### config.mk
export PLATFORM = sky130hd
export DESIGN_NAME = dynamic_output_rr_sched
export DESIGN_NICKNAME = d
export VERILOG_FILES = /design/src/rtl/dynamic_output_rr_sched_pkg.sv /design/src/rtl/dynamic_output_rr_sched_pick.sv /design/src/rtl/dynamic_output_rr_sched.sv
export SDC_FILE = /design/constraint.sdc
export NUM_CORES = 1
export LEC_CHECK = 0
export BUFFER_PORTS_ARGS = -buffer_cell sky130_fd_sc_hd__buf_2
export CORE_ASPECT_RATIO = 0.5
export CORE_MARGIN = 4
export CORE_UTILIZATION = 40
export CTS_CLUSTER_DIAMETER = 150
export DETAILED_ROUTE_END_ITERATION = 16
export GPL_ROUTABILITY_DRIVEN = 0
export PLACE_DENSITY = 0.62
export SYNTH_ARGS = -nofsm -noshare
export SYNTH_HDL_FRONTEND = slang
export SYNTH_SLANG_ARGS = --single-unit
### constraint.sdc
create_clock -name clk -period 6.9 [get_ports clk]
set_clock_uncertainty 0.2 [all_clocks]
set_input_delay 1.035 -clock clk [delete_from_list [all_inputs] [get_ports clk]]
set_output_delay 1.035 -clock clk [all_outputs]
set_load 0.02 [all_outputs]
### src/rtl/dynamic_output_rr_sched_pkg.sv
// dynamic_output_rr_sched_pkg: route encodings and FSM states shared by the
// scheduler and the output datapath mux.
package dynamic_output_rr_sched_pkg;
   localparam int NUM_DYN_INPUTS = 5;
   localparam logic [2:0] ROUTE_A = 3'b000;
   localparam logic [2:0] ROUTE_B = 3'b001;
   localparam logic [2:0] ROUTE_C = 3'b010;
   localparam logic [2:0] ROUTE_D = 3'b011;
   localparam logic [2:0] ROUTE_X = 3'b100;

   typedef enum logic {ST_IDLE, ST_LOCKED} state_t;

   function automatic logic [2:0] wrap_inc(input logic [2:0] i);
      return (i >= ROUTE_X) ? ROUTE_A : i + 3'd1;
   endfunction
endpackage

### src/rtl/dynamic_output_rr_sched_pick.sv
// dynamic_rr_pick: combinational 5-way round-robin picker starting at ptr.
module dynamic_rr_pick
   import dynamic_output_rr_sched_pkg::*;
(
   input  logic [4:0] eligible,
   input  logic [2:0] ptr,
   output logic       any,
   output logic [2:0] winner
);
   logic [2:0] w_idx;

   always_comb begin
      any    = 1'b0;
      winner = ROUTE_A;
      w_idx  = (ptr > ROUTE_X) ? ROUTE_A : ptr;
      for (int k = 0; k < NUM_DYN_INPUTS; k++) begin
         if (!any && eligible[w_idx]) begin
            any    = 1'b1;
            winner = w_idx;
         end
         w_idx = wrap_inc(w_idx);
      end
   end
endmodule

### src/rtl/dynamic_output_rr_sched.sv
// dynamic_output_rr_sched: wormhole round-robin owner of one dynamic-network
// output port, with downstream credit tracking and error flags.
module dynamic_output_rr_sched
   import dynamic_output_rr_sched_pkg::*;
#(
   parameter int CREDITS = 4,
   parameter int CW      = 3
) (
   input  logic          clk,
   input  logic          reset,
   input  logic          route_req_a_in,
   input  logic          route_req_b_in,
   input  logic          route_req_c_in,
   input  logic          route_req_d_in,
   input  logic          route_req_x_in,
   input  logic          valid_a_in,
   input  logic          valid_b_in,
   input  logic          valid_c_in,
   input  logic          valid_d_in,
   input  logic          valid_x_in,
   input  logic          tail_a_in,
   input  logic          tail_b_in,
   input  logic          tail_c_in,
   input  logic          tail_d_in,
   input  logic          tail_x_in,
   input  logic          yummy_in,
   output logic [2:0]    current_route,
   output logic          route_locked,
   output logic          valid_out,
   output logic          thanks_a_out,
   output logic          thanks_b_out,
   output logic          thanks_c_out,
   output logic          thanks_d_out,
   output logic          thanks_x_out,
   output logic [CW-1:0] credit_count,
   output logic          ec_wants_to_send_but_cannot,
   output logic          credit_overflow_err
);
   logic [4:0]    w_req, w_valid, w_tail, w_elig, w_elig_other, w_thanks;
   state_t        r_state, w_state_nxt;
   logic [2:0]    r_owner, w_owner_nxt, r_rr_ptr, w_rr_ptr_nxt, w_pick;
   logic          w_locked, w_send, w_arb, w_any, w_owner_back, w_sat;
   logic [CW-1:0] r_credit, w_credit_nxt;
   logic          r_ovf;

   assign w_req   = {route_req_x_in, route_req_d_in, route_req_c_in, route_req_b_in, route_req_a_in};
   assign w_valid = {valid_x_in, valid_d_in, valid_c_in, valid_b_in, valid_a_in};
   assign w_tail  = {tail_x_in, tail_d_in, tail_c_in, tail_b_in, tail_a_in};
   assign w_elig  = w_req & w_valid;

   // An out-of-range owner is treated exactly like IDLE.
   assign w_locked     = (r_state == ST_LOCKED) && (r_owner <= ROUTE_X);
   assign w_send       = w_locked && w_valid[r_owner] && (r_credit != '0);
   assign w_arb        = !w_locked || (w_send && w_tail[r_owner]);
   assign w_elig_other = w_locked ? (w_elig & ~(5'b1 << r_owner)) : w_elig;
   assign w_owner_back = w_locked && w_elig[r_owner];

   dynamic_rr_pick u_pick (
      .eligible (w_elig_other),
      .ptr      (r_rr_ptr),
      .any      (w_any),
      .winner   (w_pick)
   );

   always_comb begin
      w_state_nxt  = r_state;
      w_owner_nxt  = r_owner;
      w_rr_ptr_nxt = r_rr_ptr;
      if (w_arb) begin
         if (w_any || w_owner_back) begin
            w_state_nxt  = ST_LOCKED;
            w_owner_nxt  = w_any ? w_pick : r_owner;
            w_rr_ptr_nxt = wrap_inc(w_owner_nxt);
         end else begin
            w_state_nxt = ST_IDLE;
         end
      end
   end

   assign w_sat        = yummy_in && !w_send && (r_credit == CW'(CREDITS));
   assign w_credit_nxt = w_sat ? r_credit : r_credit - CW'(w_send) + CW'(yummy_in);

   always_ff @(posedge clk) begin
      if (!reset) begin
         r_state  <= ST_IDLE;
         r_owner  <= ROUTE_A;
         r_rr_ptr <= ROUTE_A;
         r_credit <= CW'(CREDITS);
         r_ovf    <= 1'b0;
      end else begin
         r_state  <= w_state_nxt;
         r_owner  <= w_owner_nxt;
         r_rr_ptr <= w_rr_ptr_nxt;
         r_credit <= w_credit_nxt;
         r_ovf    <= r_ovf | w_sat;
      end
   end

   assign w_thanks                    = w_send ? (5'b1 << r_owner) : 5'b0;
   assign current_route               = w_locked ? r_owner : ROUTE_A;
   assign route_locked                = w_locked;
   assign valid_out                   = w_send;
   assign thanks_a_out                = w_thanks[0];
   assign thanks_b_out                = w_thanks[1];
   assign thanks_c_out                = w_thanks[2];
   assign thanks_d_out                = w_thanks[3];
   assign thanks_x_out                = w_thanks[4];
   assign credit_count                = r_credit;
   assign ec_wants_to_send_but_cannot = w_locked && w_valid[r_owner] && (r_credit == '0);
   assign credit_overflow_err         = r_ovf;
endmodule

==> flow_summary.yaml <==
floorplan:
  die_area_um2: 5350
  core_um2: 3960
  rows: 16
  fp.dieH_um: 53.8
  ios: 33
  start_util: 0.423
  die_x_um: 99.6
synth:
  ys_warn_count: 0
  synth_common_cells: "26 x nor2_1, 20 x nand2_1, 12 x inv_1, 12 x o21ai_0, 11 x dfxtp_1"
  yosysTopAreaCell: "dfxtp_1"
  synthCells: 223
  syn_area_um2: 1680
  synth_top_family_by_area: "simple AND/OR/NAND/NOR gates"
  synth_top_flop_cell: "dfxtp_1"
  syn_area_per_cell_um2: 7.52
  ys_async_sr_fraction: 0
  netlist.area_leader.share: 0.131
  yosys.area_share.simple: 0.370
  synth_cell_types: 70
  synth_fp_nets: 247
  ys_top_cells_by_area: "dfxtp_1 13%, nor2_1 5.8%, nand2_1 4.5%"
  synthMuxAreaShare: 0.0731
  ys_seq_area_frac: 0.131
  synth_edf_count: 0
  synth_compound_area_frac: 0.284
  synth_adder_area_share: 0.0493
  yosys.area_share.xor_xnor: 0.0104
  synth_most_common_cell: "nor2_1"
  synth-seq-cells: 11
worst_setup_path:
  rr_worst_depth: 15
  cp-startpoint: "r_rr_ptr[1]"
  critical_path_class: "flop to flop"
  crit_chain: "nor2b_1 -> ha_1 -> or3b_1 -> nand2_1 -> ha_1 -> or4b_1 -> o311a_1 -> nand3b_1 -> and3_1 -> o21bai_1 -> a2111o_1 -> nand3_1 -> ha_1 -> mux2i_1 -> nor3_1"
  r2r_slack_ns: 2.26
  worstSetupStartpointType: "flop"
  reg2reg_to: "r_rr_ptr[1]"
  endpoint_kind: "flop"
  cp_max_fo: 14
  crit_slowest_cell: "dfxtp_1"
  required_ns: 6.82
  slowest_delay_ns: 0.60
  cp_common_cell: "ha_1"
  r2r-start: "r_rr_ptr[1]"
  crit_arrival_ns: 4.57
power:
  p_comb_frac: 0.792
  powerDensity_nw_per_um2: 545
  p_leak_nw: 0.797
  power.total_mw: 1.01
  clockPowerShare: 0.064
  pwr-share-seq: 0.143
  power.switching_mw: 0.550
  switching_share: 0.543
  irDropWorstVdd_mv: 0.223
  p_int_mw: 0.464
clocking:
  cts_setup_buffers: 0
  clockBufferDepth: 2
  cts_root_buffer: "clkbuf_8"
  insertion_delay_ns: 0.24
  cts_hold_buf: 0
  cts_buffers: 3
  clkSinkCount: 11
  cts_max_level: 1
  ctsResizeCount: 0
  cts_tree: "built"
  clk_pin_slew_ns: 0.05
hold_path:
  hold_start: "credit_overflow_err"
  hold_path.class: "flop to flop"
  whs_endpoint: "credit_overflow_err"
  hold-path-cell-count: 2
global_routing:
  grt_pass1_wl_um: 7560
  antenna_found_initial: 0
  grt_usage: 0.175
  grt_pass1_vias: 1636
  grt_overflow: 0
  grt_max_degree: 16
timing:
  maxSlewHeadroom: 0.510
  fin_crit_ns: 4.64
  setup_tns_ns: 0
  fmax_mhz: 215
  setup_viol: 0
  tightest_slew_ns: 0.735
  drv_slew: 0
  rsz0062_at_grt: "no"
  finalHoldViolations: 0
  fin_crit_sh: 0.673
  worst_slack_ns: 2.26
placed_design:
  place_ws_ns: 2.33
  place_hpwl_um: 3680
  io_buffers: 32
route:
  first_pass_iters: 4
  drtAntennaViolNets: 0
  viasPerCell: 6.01
  wirelength_um: 4670
  vias: 1803
  first_iter_violations: 182
  avgRoutedWirePerCell_um: 15.6
  drcViolationCount: 0
status:
  outcome: "complete, no violations"
finish:
  syn_to_final_growth_pct: 11.1
  fill_cells: 411
  drive_above_1_share: 0.232
  nets: 271
  diodes: 0
run:
  max-cap-violations: 0
==> kinds of logic after synthesis <==
logic type                 Yosys count
AOI/OAI and AO/OA                   65
xor gates and xnor gates             2
adders and majority gates            6
buffers and inverters               26
DFF                                 11
muxes                                8
and+or+nand+nor                    105
==> worst max-delay path, delay by kind of cell, from the launching register on <==
kind            cells  cell delay [ns]
compound gates      3             0.69
fa+ha+maj           3             1.01
flops               1             0.60
mux                 1             0.14
simple gates        8             1.88
==> area by class of cell <==
cell class	count	area, µm²	share of cell area
Tap cell	54	67.6	0.0363
Timing Repair Buffer	32	160	0.0860
Clock inverter	1	5.00	0.00269
Inverter	13	48.8	0.0262
Clock buffer	3	41.3	0.0222
Sequential cell	11	220	0.118
Multi-Input combinational cell	186	1320	0.709
==> flip-flops by register name, summed over array words and instances, names as in the netlist <==
register	cells
credit_count	3
credit_overflow_err	1
r_state	1
r_rr_ptr	3
r_owner	3
==> worst max path at each step <==
| stage | to | slack, ns | cells past startpoint |
|---|---|---|---|
| 6_report | r_rr_ptr[1] | 2.26 | 15 |
| 5_1_grt | r_rr_ptr[1] | 1.94 | 15 |
| 4_1_cts | r_rr_ptr[1] | 2.31 | 15 |
| 3_5_place_dp | r_rr_ptr[1] | 2.33 | 15 |
| 3_3_place_gp | r_rr_ptr[1] | 2.50 | 15 |
| 2_1_floorplan | r_rr_ptr[1] | 2.81 | 18 |
==> stage by stage <==
step	hold slack, ns	cells	utilization	cell area [µm²]
3_3_place_gp	0.229	296	0.458	1820
6_report	0.245	300	0.470	1860
4_1_cts	0.249	300	0.470	1860
5_1_grt	0.275	300	0.470	1860
3_5_place_dp	0.239	296	0.458	1820
2_1_floorplan	0.322	223	-	1680
==> placed cells by master, fill, tap and decap left out, drive strengths merged, types with 4 or more instances in the layout <==
cell type	instances
a211oi	5
mux2i	4
nand3	5
nor3	8
and2	6
ha	5
o21ai	16
a21oi	11
buf	32
nand4	5
nand2	20
nor2b	7
nor2	26
dfxtp	11
and3	4
inv	13
==> power groups by stage <==
| stage | sequential (mW) | combinational (mW) | clock, mW |
|---|---|---|---|
| floorplan | 0.116 | 0.685 | 0 |
| global placement | 0.143 | 0.791 | 0 |
| detailed placement | 0.145 | 0.791 | 0 |
| CTS | 0.144 | 0.796 | 0.0673 |
| global route | 0.152 | 0.885 | 0.0713 |
| finish | 0.145 | 0.804 | 0.0652 |
==> routing by layer <==
metal  GRT usage  share of wire  vias to the layer above
met2       0.284           0.45                       74
li1            -              -                      881
met5           0              0                        -
met3      0.0272          0.055                       10
met4      0.0612          0.017                        0
met1       0.239           0.48                      838
Power figures use the tool's default switching activity.
